$ cat src/rtl/spi_target_pkg.sv
// rtl/spi_target_pkg.sv - shared types and constants for the SPI register target
package spi_target_pkg;

    typedef enum logic [1:0] {
        IDLE,
        CMD,
        WR_DATA,
        RD_DATA
    } state_t;

    localparam int CMD_RD_BIT = 7;
    localparam int BYTE_W     = 8;

endpackage

$ cat src/rtl/spi_target_regs_if.sv
// rtl/spi_target_regs_if.sv - SPI pin bundle between a master and the register target
interface spi_target_regs_if;

    logic sck_i;
    logic cs_n_i;
    logic mosi_i;
    logic miso_o;
    logic miso_oe;

    modport master (output sck_i, output cs_n_i, output mosi_i, input miso_o, input miso_oe);
    modport slave  (input sck_i, input cs_n_i, input mosi_i, output miso_o, output miso_oe);

endinterface

$ cat src/rtl/spi_target_regs_sync_edge.sv
// rtl/spi_target_regs_sync_edge.sv - 2-flop synchronizer with registered rise/fall pulses
module sync_edge #(
    parameter logic RST_VAL = 1'b0
) (
    input  logic clk,
    input  logic rst_n,
    input  logic d,
    output logic q,
    output logic rise,
    output logic fall
);

    logic s1, s2, s3;

    always_ff @(posedge clk or negedge rst_n) begin
        if (!rst_n) begin
            s1   <= RST_VAL;
            s2   <= RST_VAL;
            s3   <= RST_VAL;
            rise <= 1'b0;
            fall <= 1'b0;
        end else begin
            s1   <= d;
            s2   <= s1;
            s3   <= s2;
            rise <= s2 & ~s3;
            fall <= ~s2 & s3;
        end
    end

    assign q = s2;

endmodule

$ cat src/rtl/spi_target_regs.sv
// rtl/spi_target_regs.sv - mode-0 SPI target with an auto-incrementing byte register file
module spi_target_regs
    import spi_target_pkg::*;
#(
    parameter int NUM_REGS = 8,
    parameter int ADDR_W   = 3
) (
    input  logic                       clk,
    input  logic                       rst_n,
    spi_target_regs_if.slave           spi,
    output logic [NUM_REGS*BYTE_W-1:0] regs_o,
    output logic                       wr_strobe_o,
    output logic [ADDR_W-1:0]          wr_addr_o,
    output logic                       busy_o
);

    logic sck_s, sck_rise, sck_fall;
    logic cs_s, cs_rise_unused, cs_fall_unused;
    logic mosi_s, mosi_rise_unused, mosi_fall_unused;
    logic sck_level_unused;

    sync_edge #(.RST_VAL(1'b0)) u_sck (
        .clk(clk), .rst_n(rst_n), .d(spi.sck_i), .q(sck_s), .rise(sck_rise), .fall(sck_fall)
    );
    sync_edge #(.RST_VAL(1'b1)) u_cs (
        .clk(clk), .rst_n(rst_n), .d(spi.cs_n_i), .q(cs_s), .rise(cs_rise_unused), .fall(cs_fall_unused)
    );
    sync_edge #(.RST_VAL(1'b0)) u_mosi (
        .clk(clk), .rst_n(rst_n), .d(spi.mosi_i), .q(mosi_s), .rise(mosi_rise_unused), .fall(mosi_fall_unused)
    );
    assign sck_level_unused = sck_s;

    state_t              state;
    logic [2:0]          bit_cnt;
    logic [BYTE_W-1:0]   rx_sr;
    logic [BYTE_W-1:0]   tx_sr;
    logic                miso_bit;
    logic [ADDR_W-1:0]   ptr;
    logic [BYTE_W-1:0]   regs [NUM_REGS];

    logic                cs_active;
    logic                byte_done;
    logic [BYTE_W-1:0]   rx_byte;
    logic [ADDR_W-1:0]   cmd_addr;

    assign cs_active = ~cs_s;
    assign byte_done = sck_rise && (bit_cnt == 3'd7) && (state != IDLE);
    assign rx_byte   = {rx_sr[BYTE_W-2:0], mosi_s};
    assign cmd_addr  = rx_byte[ADDR_W-1:0];

    always_ff @(posedge clk or negedge rst_n) begin
        if (!rst_n) begin
            state       <= IDLE;
            bit_cnt     <= '0;
            rx_sr       <= '0;
            tx_sr       <= '0;
            miso_bit    <= 1'b0;
            ptr         <= '0;
            wr_strobe_o <= 1'b0;
            wr_addr_o   <= '0;
            for (int k = 0; k < NUM_REGS; k++) regs[k] <= '0;
        end else begin
            wr_strobe_o <= 1'b0;
            if (state == IDLE) begin
                if (cs_active) begin
                    state    <= CMD;
                    bit_cnt  <= '0;
                    tx_sr    <= '0;
                    miso_bit <= 1'b0;
                end
            end else begin
                if (sck_rise) begin
                    bit_cnt <= bit_cnt + 3'd1;
                    rx_sr   <= rx_byte;
                end
                // MISO is held in its own flop so a byte loaded at the 8th rise first appears at the following fall
                if (sck_fall) begin
                    miso_bit <= tx_sr[BYTE_W-1];
                    tx_sr    <= {tx_sr[BYTE_W-2:0], 1'b0};
                end
                if (byte_done) begin
                    case (state)
                        CMD: begin
                            if (rx_byte[CMD_RD_BIT]) begin
                                state <= RD_DATA;
                                tx_sr <= regs[cmd_addr];
                                ptr   <= cmd_addr + 1'b1;
                            end else begin
                                state <= WR_DATA;
                                ptr   <= cmd_addr;
                            end
                        end
                        WR_DATA: begin
                            regs[ptr]   <= rx_byte;
                            wr_strobe_o <= 1'b1;
                            wr_addr_o   <= ptr;
                            ptr         <= ptr + 1'b1;
                        end
                        RD_DATA: begin
                            tx_sr <= regs[ptr];
                            ptr   <= ptr + 1'b1;
                        end
                        default: ;
                    endcase
                end
                // CS release wins over any state change, but a byte completing in the same cycle is still committed
                if (!cs_active) state <= IDLE;
            end
        end
    end

    always_comb begin
        regs_o = '0;
        for (int k = 0; k < NUM_REGS; k++) regs_o[k*BYTE_W +: BYTE_W] = regs[k];
    end

    assign busy_o      = (state != IDLE);
    assign spi.miso_oe = cs_active;
    assign spi.miso_o  = cs_active & miso_bit;

endmodule

$ cat src/flat_wrapper.sv
// flat-port wrapper written by rule: the top's interface ports become plain ports
module spi_target_regs_flat import spi_target_pkg::*;
#(
    parameter int NUM_REGS = 8,
    parameter int ADDR_W   = 3
)
  (clk, rst_n, regs_o, wr_strobe_o, wr_addr_o, busy_o, spi_sck_i, spi_cs_n_i, spi_mosi_i, spi_miso_o, spi_miso_oe);
  spi_target_regs_if spi_i ();
  input  logic clk;
  input  logic rst_n;
  output logic [NUM_REGS*BYTE_W-1:0] regs_o;
  output logic wr_strobe_o;
  output logic [ADDR_W-1:0] wr_addr_o;
  output logic busy_o;
  input wire logic [$bits(spi_i.sck_i)-1:0] spi_sck_i;
  input wire logic [$bits(spi_i.cs_n_i)-1:0] spi_cs_n_i;
  input wire logic [$bits(spi_i.mosi_i)-1:0] spi_mosi_i;
  output wire logic [$bits(spi_i.miso_o)-1:0] spi_miso_o;
  output wire logic [$bits(spi_i.miso_oe)-1:0] spi_miso_oe;
  assign spi_i.sck_i = spi_sck_i;
  assign spi_i.cs_n_i = spi_cs_n_i;
  assign spi_i.mosi_i = spi_mosi_i;
  assign spi_miso_o = spi_i.miso_o;
  assign spi_miso_oe = spi_i.miso_oe;
  spi_target_regs #(.NUM_REGS(NUM_REGS), .ADDR_W(ADDR_W)) u_core (.clk(clk), .rst_n(rst_n), .spi(spi_i), .regs_o(regs_o), .wr_strobe_o(wr_strobe_o), .wr_addr_o(wr_addr_o), .busy_o(busy_o));
endmodule
$ cat config.mk
export PLATFORM = sky130hd
export DESIGN_NAME = spi_target_regs_flat
export DESIGN_NICKNAME = d
export VERILOG_FILES = /design/src/rtl/spi_target_pkg.sv /design/src/rtl/spi_target_regs_if.sv /design/src/rtl/spi_target_regs_sync_edge.sv /design/src/rtl/spi_target_regs.sv /design/src/flat_wrapper.sv
export SDC_FILE = /design/constraint.sdc
export NUM_CORES = 1
export LEC_CHECK = 0
export CAP_MARGIN = 15
export CORE_MARGIN = 2
export CORE_UTILIZATION = 40
export DETAILED_ROUTE_END_ITERATION = 8
export SYNTH_ARGS = -nofsm -noshare
export SYNTH_HDL_FRONTEND = slang
export SYNTH_SLANG_ARGS = --single-unit
$ cat constraint.sdc
create_clock -name clk -period 3.3 [get_ports clk]
set_clock_uncertainty 0.2 [all_clocks]
set_input_delay 0.66 -clock clk [delete_from_list [all_inputs] [get_ports clk]]
set_output_delay 0.66 -clock clk [all_outputs]
set_load 0.05 [all_outputs]
==> reports/summary.txt <==
Seq/Total Area, Yosys: 0.4889
Status: completed
Period Utilization, post-route: 0.9079
Core area: 12620 um^2
Most numerous cell in the Yosys netlist: dfrtp_1
Crit Path Max Fanout: 14
Total iterations of the first detailed-routing run: 4
Post-DP Area: 6127 um^2
Fmax: 333.8 MHz
Synth cell types: 53
Setup tns final: 0 ns
Final nets: 455
Port Buffers: 75
Area share of the largest cell type after synthesis: 0.4787
Detail Route Antenna Nets: 0
First-pass GRT wire length: 21.69 mm
Worst slew margin: 0.3010
Final instance area: 6425 um^2
Max-cap violation count: 0
Final Hold Fails: 0
Die Y-Extent: 117.7 um
Fin crit period: 2.996 ns
Most area-consuming cells after synthesis: dfrtp_1 48%, mux2_2 17%, mux4_2 13%, mux2i_1 3.9%, a21oi_1 1.2%
Number of global-route vias before repair: 3676
Area growth syn-to-layout: 24.15%
Ys Warns: 0
Starting density of the core: 0.4101
DIE WIDTH: 117.7 um
Number of synthesized register bits: 101
Placed Instances: 607
DR DRC count: 0
Final Setup Violations: 0
Post-synth EDFFs: 0
Worst-Skew Late Latency: 0.35 ns
TritonCTS clock tree: built
Mapped Cells: 375
CTS Buf Count: 9
Row count: 41
Placer Congestion: 0.7886
Worst Hold Class: in2async
Non-Filler Instances: 622
Syn_nets: 384
Total power: 2.713 mW
Clock slew at reported path FFs: 0.07 ns
Primary FF master, synth: dfrtp_1
# fillers: 1139
Post-CTS setup buffers: 0
CTS-repair resized insts: 0
Max-slew violation count: 0
RSZ-0062 raised after global routing: false
HPWL Detailed: 9.040 mm
CTS Sinks: 101
Overall via count from detail_route: 3438
Total wire length: 13.37 mm
Post-DR vias/cell: 5.527
Top post-synthesis cells by count: 99 x dfrtp_1, 79 x mux2_2, 29 x mux4_2, 20 x mux2i_1, 15 x nand2_1
WHS: 0.1402 ns
Cell Area, Synth: 5175 um^2
Layout cells sized above 1: 0.3289
Die area: 13860 um^2
Top-level port count: 76
GRT overflow: 0
Register area: 2530 um^2
Crit Path Category: reg2out
Synth area leader: dfrtp_1
CTS Hold Bufs: 0
Syn_area_per_cell: 13.80 um^2
Max H-tree Level: 3
Cell Pwr Density: 422.3 nW/um^2
VDD IR max: 0.3036 mV
Least-Margin Pin Slew: 1.048 ns
Multi-input gate area: 2500 um^2
GRT Total Usage: 0.2044
Initial antenna violation count: 0
P_leak: 2.770 nW
CTS max path bufs: 2
Largest net degree at the start of global routing: 53
Worst path arrival time: 2.14 ns
Drt wl/cell: 21.49 um
Clock root buffer: clkbuf_16
First DRT Iteration DRCs: 231
CP Capture Type: output port
Element type at the critical path start: flop
Worst EP required: 2.44 ns
Post-synth ARST share: 1.000
Antenna cells: 0
## layout by cell type, fill, tap and decap left out, types with 3 or more instances in the layout
master / synthesis / layout
a21oi_1: 12 / 12
a221oi_1: 3 / 3
a32o_1: 3 / 3
buf_4: 1 / 11
clkbuf_16: 0 / 9
clkdlybuf4s50_1: 0 / 74
dfrtp_1: 99 / 99
ha_1: 4 / 4
inv_1: 4 / 4
mux2_2: 79 / 79
mux2i_1: 20 / 20
mux4_2: 29 / 29
nand2_1: 15 / 15
nand3_1: 7 / 7
nor2_1: 12 / 12
nor2b_1: 7 / 7
o21ai_0: 9 / 9
o22ai_1: 3 / 3
## metal layers
layer,up-vias,track usage,part of all wire
li1,1559,-,-
met1,1791,0.2844,0.46
met2,80,0.3289,0.49
met3,8,0.05039,0.044
met4,0,0.03840,0.011
met5,-,0,0
## path summary, 6_finish.rpt
kind	cells after the start	slack, ns	start	endpoint
worst max-delay path	4	0.30	u_core.state[1]	busy_o
worst min-delay path	1	0.14	rst_n	u_core.regs_o[31]
worst max register to register	6	0.64	u_core.bit_cnt[0]	u_core.regs_o[16]
worst min register to register	0	0.16	u_core.u_mosi.s1	u_core.u_mosi.q
max in group asynchronous	2	2.03	rst_n	u_core.regs_o[38]
min in group clk	0	0.16	u_core.u_mosi.s1	u_core.u_mosi.q
## final cells by class
class | instances | share of cell area
clock buffer | 11 | 0.03778
clock inverter | 4 | 0.008569
inverter | 5 | 0.002921
multi-input combinational | 242 | 0.3891
sequential | 101 | 0.3938
tap | 172 | 0.03350
timing repair buffer | 87 | 0.1344
## metrics by stage
step / utilization / worst slack, ns
floorplan: - / 1.107
global placement: 0.4855 / 0.6903
detailed placement: 0.4855 / 0.6494
CTS: 0.5091 / 0.2994
global route: 0.5091 / 0.2162
finish: 0.5091 / 0.3039
## critical path: stages (launching register included)
cell	delay (ns)
dfrtp_1	0.63
nor2_1	0.10
buf_4	0.19
clkinv_1	0.06
clkdlybuf4s50_1	0.79
## registers in the layout, summed over array words and instances, names as in the netlist, 2 cells and up
name and cells:
u_core.regs_o 64, u_core.tx_sr 8, u_core.rx_sr 7, u_core.bit_cnt 3, u_core.ptr 3, u_core.wr_addr_o 3, u_core.state 2
## logic make-up (layout without fill, tap and decap cells)
kind of cell               after synthesis  after routing  synth area share
AOI/OAI and AO/OA                       43             43           0.05489
xor gates and xnor gates                 2              2          0.003386
adders and majority gates                4              4          0.009672
buffers and inverters                   32            107           0.02804
DFF                                    101            101            0.4889
muxes                                  129            129            0.3390
and+or+nand+nor                         64             64           0.07616
## power breakdown
group | internal, mW | switching [mW]
clock | 0.610 | 0.468
sequential | 1.28 | 0.151
combinational | 0.107 | 0.0947
total | 2.00 | 0.714
(Power assumes the default switching activity.)
